## src/rtl/joy_drp_pkg.sv

```systemverilog
// joy_drp_pkg: shared addresses, config bit position and FSM states for the joystick DRP responder
package joy_drp_pkg;
   localparam logic [6:0] DEF_CH_X_ADDR = 7'h16;
   localparam logic [6:0] DEF_CH_Y_ADDR = 7'h17;
   localparam logic [6:0] DEF_CFG_ADDR = 7'h40;
   localparam int CFG_FREEZE_BIT = 0;
   typedef enum logic [1:0] {IDLE, WAIT, RESP} state_t;
endpackage

```

## src/rtl/joy_drp_if.sv

```systemverilog
// joy_drp_if: DRP request/response bundle between initiator (master) and responder (slave)
interface joy_drp_if;
   logic den_in;
   logic dwe_in;
   logic [6:0] daddr_in;
   logic [15:0] di_in;
   logic [15:0] do_out;
   logic drdy_out;
   logic busy_out;
   logic req_dropped;
   modport master (output den_in, dwe_in, daddr_in, di_in, input do_out, drdy_out, busy_out, req_dropped);
   modport slave (input den_in, dwe_in, daddr_in, di_in, output do_out, drdy_out, busy_out, req_dropped);
endinterface

```

## src/rtl/joy_drp_avg4.sv

```systemverilog
// joy_drp_avg4: 4-sample moving average over a shift history that resets to zero
module joy_drp_avg4 (
   input logic clk_1MHz,
   input logic rst_n,
   input logic en,
   input logic [11:0] din,
   output logic [11:0] avg
);
   logic [11:0] h [4];
   logic [13:0] sum;
   always_ff @(posedge clk_1MHz or negedge rst_n)
      if (!rst_n) h <= '{default: '0};
      else if (en) h <= '{din, h[0], h[1], h[2]};
   assign sum = {2'b0, h[0]} + {2'b0, h[1]} + {2'b0, h[2]} + {2'b0, h[3]};
   assign avg = 12'(sum >> 2);
endmodule

```

## src/rtl/joy_drp_responder.sv

```systemverilog
// joy_drp_responder: XADC-style DRP responder for joystick X/Y samples; JOY_DRP_AVG_EN enables 4-sample averaging
module joy_drp_responder
   import joy_drp_pkg::*;
#(
   parameter int RD_LATENCY = 4,
   parameter logic [6:0] CH_X_ADDR = DEF_CH_X_ADDR,
   parameter logic [6:0] CH_Y_ADDR = DEF_CH_Y_ADDR,
   parameter logic [6:0] CFG_ADDR = DEF_CFG_ADDR
) (
   input logic clk_1MHz,
   input logic rst_n,
   input logic sample_valid,
   input logic sample_ch,
   input logic [11:0] sample_data,
   output logic eoc_out,
   output logic [6:0] channel_out,
   joy_drp_if.slave drp
);
   localparam logic [3:0] LAST = 4'(RD_LATENCY - 1);
   state_t state, state_n;
   logic [3:0] cnt;
   logic [15:0] cfg, snap, rd_data;
   logic [11:0] x_val, y_val;
   logic upd, upd_x, upd_y, accept;
   assign upd = sample_valid & ~cfg[CFG_FREEZE_BIT];
   assign upd_x = upd & ~sample_ch;
   assign upd_y = upd & sample_ch;
   assign accept = (state == IDLE) & drp.den_in;
   // snapshot sees pre-edge register values, so a same-cycle sample update is not visible
   assign rd_data = drp.dwe_in ? '0 :
                    drp.daddr_in == CH_X_ADDR ? {x_val, 4'h0} :
                    drp.daddr_in == CH_Y_ADDR ? {y_val, 4'h0} :
                    drp.daddr_in == CFG_ADDR ? cfg : '0;
   always_ff @(posedge clk_1MHz or negedge rst_n)
      if (!rst_n) state <= IDLE;
      else state <= state_n;
   always_comb begin
      state_n = state;
      drp.busy_out = state != IDLE;
      drp.drdy_out = state == RESP;
      drp.do_out = state == RESP ? snap : '0;
      state_n = state == IDLE ? (drp.den_in ? WAIT : IDLE) :
                state == WAIT ? (cnt == LAST ? RESP : WAIT) : IDLE;
   end
   always_ff @(posedge clk_1MHz or negedge rst_n)
      if (!rst_n) begin
         cnt <= '0;
         snap <= '0;
         cfg <= '0;
         drp.req_dropped <= 1'b0;
         eoc_out <= 1'b0;
         channel_out <= '0;
      end else begin
         cnt <= accept ? 4'd1 : cnt + 4'd1;
         if (accept) snap <= rd_data;
         if (accept && drp.dwe_in && drp.daddr_in == CFG_ADDR) cfg <= drp.di_in;
         drp.req_dropped <= drp.den_in & drp.busy_out;
         eoc_out <= upd;
         if (upd) channel_out <= sample_ch ? CH_Y_ADDR : CH_X_ADDR;
      end
`ifdef JOY_DRP_AVG_EN
   joy_drp_avg4 u_avg_x (.clk_1MHz(clk_1MHz), .rst_n(rst_n), .en(upd_x), .din(sample_data), .avg(x_val));
   joy_drp_avg4 u_avg_y (.clk_1MHz(clk_1MHz), .rst_n(rst_n), .en(upd_y), .din(sample_data), .avg(y_val));
`else
   always_ff @(posedge clk_1MHz or negedge rst_n)
      if (!rst_n) begin
         x_val <= '0;
         y_val <= '0;
      end else begin
         if (upd_x) x_val <= sample_data;
         if (upd_y) y_val <= sample_data;
      end
`endif
endmodule

```

## src/flat_wrapper.sv

```systemverilog
// flat-port wrapper written by rule: the top's interface ports become plain ports
module joy_drp_responder_flat import joy_drp_pkg::*;
#(
   parameter int RD_LATENCY = 4,
   parameter logic [6:0] CH_X_ADDR = DEF_CH_X_ADDR,
   parameter logic [6:0] CH_Y_ADDR = DEF_CH_Y_ADDR,
   parameter logic [6:0] CFG_ADDR = DEF_CFG_ADDR
)
  (clk_1MHz, rst_n, sample_valid, sample_ch, sample_data, eoc_out, channel_out, drp_den_in, drp_dwe_in, drp_daddr_in, drp_di_in, drp_do_out, drp_drdy_out, drp_busy_out, drp_req_dropped);
  joy_drp_if drp_i ();
  input logic clk_1MHz;
  input logic rst_n;
  input logic sample_valid;
  input logic sample_ch;
  input logic [11:0] sample_data;
  output logic eoc_out;
  output logic [6:0] channel_out;
  input wire logic [$bits(drp_i.den_in)-1:0] drp_den_in;
  input wire logic [$bits(drp_i.dwe_in)-1:0] drp_dwe_in;
  input wire logic [$bits(drp_i.daddr_in)-1:0] drp_daddr_in;
  input wire logic [$bits(drp_i.di_in)-1:0] drp_di_in;
  output wire logic [$bits(drp_i.do_out)-1:0] drp_do_out;
  output wire logic [$bits(drp_i.drdy_out)-1:0] drp_drdy_out;
  output wire logic [$bits(drp_i.busy_out)-1:0] drp_busy_out;
  output wire logic [$bits(drp_i.req_dropped)-1:0] drp_req_dropped;
  assign drp_i.den_in = drp_den_in;
  assign drp_i.dwe_in = drp_dwe_in;
  assign drp_i.daddr_in = drp_daddr_in;
  assign drp_i.di_in = drp_di_in;
  assign drp_do_out = drp_i.do_out;
  assign drp_drdy_out = drp_i.drdy_out;
  assign drp_busy_out = drp_i.busy_out;
  assign drp_req_dropped = drp_i.req_dropped;
  joy_drp_responder #(.RD_LATENCY(RD_LATENCY), .CH_X_ADDR(CH_X_ADDR), .CH_Y_ADDR(CH_Y_ADDR), .CFG_ADDR(CFG_ADDR)) u_core (.clk_1MHz(clk_1MHz), .rst_n(rst_n), .sample_valid(sample_valid), .sample_ch(sample_ch), .sample_data(sample_data), .eoc_out(eoc_out), .channel_out(channel_out), .drp(drp_i));
endmodule
```

## config.mk

```make
export PLATFORM = sky130hd
export DESIGN_NAME = joy_drp_responder_flat
export DESIGN_NICKNAME = d
export VERILOG_FILES = /design/src/rtl/joy_drp_pkg.sv /design/src/rtl/joy_drp_if.sv /design/src/rtl/joy_drp_avg4.sv /design/src/rtl/joy_drp_responder.sv /design/src/flat_wrapper.sv
export SDC_FILE = /design/constraint.sdc
export NUM_CORES = 1
export LEC_CHECK = 0
export CORE_MARGIN = 1.5
export CORE_UTILIZATION = 35
export CTS_BUF_LIST = sky130_fd_sc_hd__clkbuf_4 sky130_fd_sc_hd__clkbuf_8
export CTS_CLUSTER_SIZE = 14
export DETAILED_ROUTE_END_ITERATION = 7
export HOLD_SLACK_MARGIN = 0.06
export PLACE_DENSITY = 0.65
export SYNTH_ARGS = -nofsm -noshare
export SYNTH_HDL_FRONTEND = slang
export SYNTH_SLANG_ARGS = --single-unit
```

## constraint.sdc

```tcl
create_clock -name clk_1MHz -period 1.6 [get_ports clk_1MHz]
set_input_delay 0.32 -clock clk_1MHz [delete_from_list [all_inputs] [get_ports clk_1MHz]]
set_output_delay 0.32 -clock clk_1MHz [all_outputs]
set_load 0.03 [all_outputs]
```

* Word-level counts from Yosys, hierarchy flattened
Index checks and enable logic that the tools add are counted.
** Operators by class
- Add/subtract/negate cells :: 1
- Equality and inequality tests :: 6
- Muxes and demuxes :: 11
- Bitwise operators :: 7
- Reduce and logical (&&, ||, !) cells :: 4
** Operators by type and width (number)
- 16-bit two-way mux :: 5
- 7-bit by 5-bit == test with 1-bit output (second input constant) :: 2
- 7-bit == test (second input constant) :: 1
- 2-bit two-way mux :: 3
- 1-bit bitwise AND :: 5
- 4-bit by 1-bit adder with 4-bit output (second input constant) :: 1
- 4-bit by 2-bit == test with 1-bit output (second input constant) :: 1
- 4-bit two-way mux :: 1
- 2-bit by 1-bit == test with 1-bit output (second input constant) :: 1
- 2-bit == test (second input constant) :: 1
- 1-bit logical AND :: 2
- 2-bit zero test :: 1
- 1-bit two-way mux :: 2
- 1-bit NOT :: 2
- 2-bit nonzero test :: 1
** Word-level totals
- Flip-flop bits (word level) :: 71
- Input bits :: 41
- Output and inout bits :: 27
- Word-level logic and storage cells :: 38

* Depth between registers and ports, before layout
- Depth in word-level cells :: 5
- Mapped depth :: 6
- Mapped depth without buffers :: 4

* Worst setup path after synthesis
No wires, ideal clock.
- Path kind :: input to register
- Start point :: in drp_daddr_in[3]
- End point :: reg u_core.cfg[10]
- Library setup time :: 125 ps
- Data arrival time :: 1756 ps
- Data required time :: 1475 ps
- Slack :: -281 ps
- Stages on the path :: 5
- Path buffers :: 1
- Cell sequence :: or4b_4 > nor4_4 > nand3_2 > buf_6 > mux2_4
** Between the ends
- Longest elaborated chain between the ends :: 2
** Ends and longest elaborated chain
- from (decl) :: RTL line flat_wrapper.sv:20 : input wire logic [$bits(drp_i.daddr_in)-1:0] drp_daddr_in;
- 7-bit == test :: RTL line joy_drp_responder.sv:56 : if (accept && drp.dwe_in && drp.daddr_in == CFG_ADDR) cfg <= drp.di_in;
- 1-bit logical AND :: RTL line joy_drp_responder.sv:56
- to (signal assigned) :: RTL line joy_drp_responder.sv:56
- to (decl) :: RTL line joy_drp_responder.sv:22 : logic [15:0] cfg, snap, rd_data;
No other way between the ends.
A chain may end at the register's enable or synchronous reset.

* Worst setup path after layout
- Start point :: reg u_core.state[0]
- End point :: out drp_do_out[15]
** Between the ends
- Longest elaborated chain between the ends :: 2
** Ends and longest elaborated chain
- from (decl) :: RTL line joy_drp_responder.sv:20 : state_t state, state_n;
- from (signal assigned) :: RTL line joy_drp_responder.sv:36 : else state <= state_n;
- 2-bit == test :: RTL line joy_drp_responder.sv:41 : drp.do_out = state == RESP ? snap : '0;
- 16-bit two-way mux :: RTL line joy_drp_responder.sv:41
- to (decl) :: RTL line flat_wrapper.sv:22 : output wire logic [$bits(drp_i.do_out)-1:0] drp_do_out;
No other way between the ends.

==> run summary <==
largest net degree at the start of global routing: 67
die width: 93.6 µm
Worst Path Arrival: 1.43 ns
fin crit share: 109%
synthesized area per cell: 13.5 µm²
Ant. Diodes: 0
synth warn: 0
clock period minus worst slack: 1.75 ns
FF-to-FF End: u_core.cfg[11]$_DFFE_PN0P_
die area: 8770 µm²
ys flop type: dfrtp_1
count of cell types in the netlist: 34
Reg2Reg Depth: 6
synth-to-layout area growth: 45.3%
pre-CTS WS: -0.623 ns
Int Power: 3210 µW
Worst EP required: 1.28 ns
Synth area leader: dfrtp_1
GPL Wtd Cong: 0.717
Psw: 1160 µW
Hold Fails Final Rpt: 0
Mapped Cells: 213
Vias/cell: 4.83
post-layout util: 53.2%
Yosys reg bits: 66
Final #Nets: 341
cell depth of the worst hold path: 1
worst reg2reg setup slack: -0.10 ns
Synth Cell Area: 2880 µm²
Core Area: 7850 µm²
DRC Markers: 0
routed wire length: 6.31 mm
status: finished, violations left
dpl hpwl: 4.33 mm
Crit Path Max Fanout: 7
DR WL/cell: 15.6 µm
Worst setup SP type: register
CTS Root Cell: clkbuf_8
CTS clock-pin slew for the worst setup and hold paths: 0.07 ns
routed vias: 1956
unrepaired setup endpoints after global routing: true
switching share of power: 26.5%
combinational share of power: 20.4%
Post-DP Area: 3680 µm²
max frequency: 573 MHz
post-route ant nets: 0
post-synth top area share: 57.4%
hold path start: u_core.cnt[0]$_DFF_PN0_
Longest Clk Path Bufs: 2
CP Capture Type: primary output
PD cells: 1050 nW/µm²
I/O Buffers: 64
worst min path class: reg2reg
DR pass1 iterations: 4
# Max-Cap Violations: 0
ratio of cells with drive above 1 in the final layout: 43.6%
Final setup viols: 50
chip height: 93.6 µm
Final Cell Area: 4180 µm²
P_leak: 0.00193 µW
global-route wire length before repair: 10.2 mm
Clk Latency, worst-skew pair: 0.34 ns
top-count cell post-synth: dfrtp_1
Seq/Total Area, Yosys: 57.4%
Overflow after GRT: 0
failing checks: setup timing
Final Max Slew Viols: 0
CTS H-Tree Depth: 3
Final WS setup: -0.146 ns
EDFF count, synth: 0
I/O pin total: 68
Synth top cells by count: 66 x dfrtp_1, 30 x mux2_2, 19 x and2_1
initial antenna violation count: 0
CTS Buf Count: 9
Clock Skew: 0.00837 ns
fraction of registers with async set/reset: 100%
WHS Endpoint: u_core.cnt[0]$_DFF_PN0_
Initial Util: 36.6%
vias in the first global route: 2089
VDD IR max: 0.464 mV
Clk pwr share: 34.7%
sequential power share: 44.9%
CTS Sinks: 66
Power, Total: 4370 µW
First DRT Iteration DRCs: 62
Area contributors post-synth: dfrtp_1 57%, mux2_2 12%, mux2_4 5.2%, and2_1 4.1%, mux2i_1 3.8%
placement row count: 32
kind of critical path: reg2out
RR Startpoint: u_core.state[1]$_DFF_PN0_
CTS tree: done
GRT Total Usage: 15.6%
-- logic make-up (layout without fill, tap and decap cells) --
group           after synthesis  count (layout)  share of synthesized area (%)
compound gates               29              29                           7.40
xor+xnor                      2               2                          0.609
fa+ha+maj                     1               1                          0.435
buf+inv                      17             105                           3.18
flops                        66              66                           57.4
mux                          51              51                           20.8
other cells                   1               3                          0.130
simple gates                 46              46                           10.0
-- layout make-up --
cell class	count	area, µm²
fill	687	3670
multi-input combinational	132	1260
sequential	66	1650
timing repair buffer	88	911
clock buffer	9	124
tap	102	128
clock inverter	6	92.6
inverter	2	7.51
-- critical path, stage by stage, from the launching register on --
cell     delay (ns)
dfrtp_1        0.39
buf_6          0.13
nor2b_4        0.16
buf_6          0.15
and2_4         0.14
buf_6          0.12
-- cell usage in the layout, fill, tap and decap left out, drive strengths merged, types with 3 or more instances in the layout --
cell type      count
a22o               5
and2              19
a32oi             11
dfrtp             66
clkbuf             9
nand2              6
o21ai             11
mux2i             11
nand2b             3
dlygate4sd2        6
nor2               7
buf               46
conb               3
clkdlybuf4s50     35
mux2              40
-- power by group through the flow --
stage,Sequential (µW),Combinational (µW),Clock [µW]
detailed placement,1990,749,0
global route,1990,985,1630
floorplan,1990,403,0
global placement,1980,733,0
finish,1960,892,1520
CTS,1960,858,1550
-- state kept, by name, indices dropped and copies added, names as in the netlist --
signal	cells
u_core.cfg	16
u_core.snap	16
u_core.x_val	12
u_core.y_val	12
u_core.cnt	4
u_core.channel_out	2
u_core.state	2
u_core.drp.req_dropped	1
u_core.eoc_out	1
-- worst max-delay path by stage --
| stage | cells past startpoint | slack, ns | from | end |
|---|---|---|---|---|
| floorplan | 5 | -0.28 | drp_daddr_in[3] | u_core.cfg[10]$_DFFE_PN0P_ |
| global placement | 6 | -0.59 | drp_daddr_in[3] | u_core.cfg[13]$_DFFE_PN0P_ |
| detailed placement | 6 | -0.62 | drp_daddr_in[3] | u_core.cfg[13]$_DFFE_PN0P_ |
| CTS | 5 | -0.17 | u_core.state[0]$_DFF_PN0_ | drp_do_out[15] |
| global route | 5 | -0.20 | u_core.state[0]$_DFF_PN0_ | drp_do_out[0] |
| finish | 5 | -0.15 | u_core.state[0]$_DFF_PN0_ | drp_do_out[15] |
-- stage by stage --
| step | cells | TNS, ns | hold WS, ns |
|---|---|---|---|
| final | 405 | -4.53 | 0.481 |
| after global placement | 381 | -18.08 | 0.367 |
| after floorplan | 215 | -3.99 | 0.0244 |
| after global routing | 405 | -7.34 | 0.496 |
| after CTS | 403 | -4.15 | 0.478 |
| after detailed placement | 381 | -19.58 | 0.366 |
-- per-layer routing --
layer	global-route usage (%)	up-vias	routed length (µm)
met1	19.8	978	2890
met4	4.10	0	72
met2	24.9	44	3100
met3	6.10	8	250
met5	0	-	0
li1	-	926	-
-- what timing repair did --
action / 4_1_cts / 5_1_grt
endpoints found under the setup margin: 56 / 50
buffers inserted: 4 / 2
endpoints found under the hold margin: 66 / 0
gates cloned: 3 / 0
pin swaps: 29 / 7
hold buffers: 1 / 0
resized for setup: 91 / 12
Note: power is estimated with default switching activity, not from simulation.
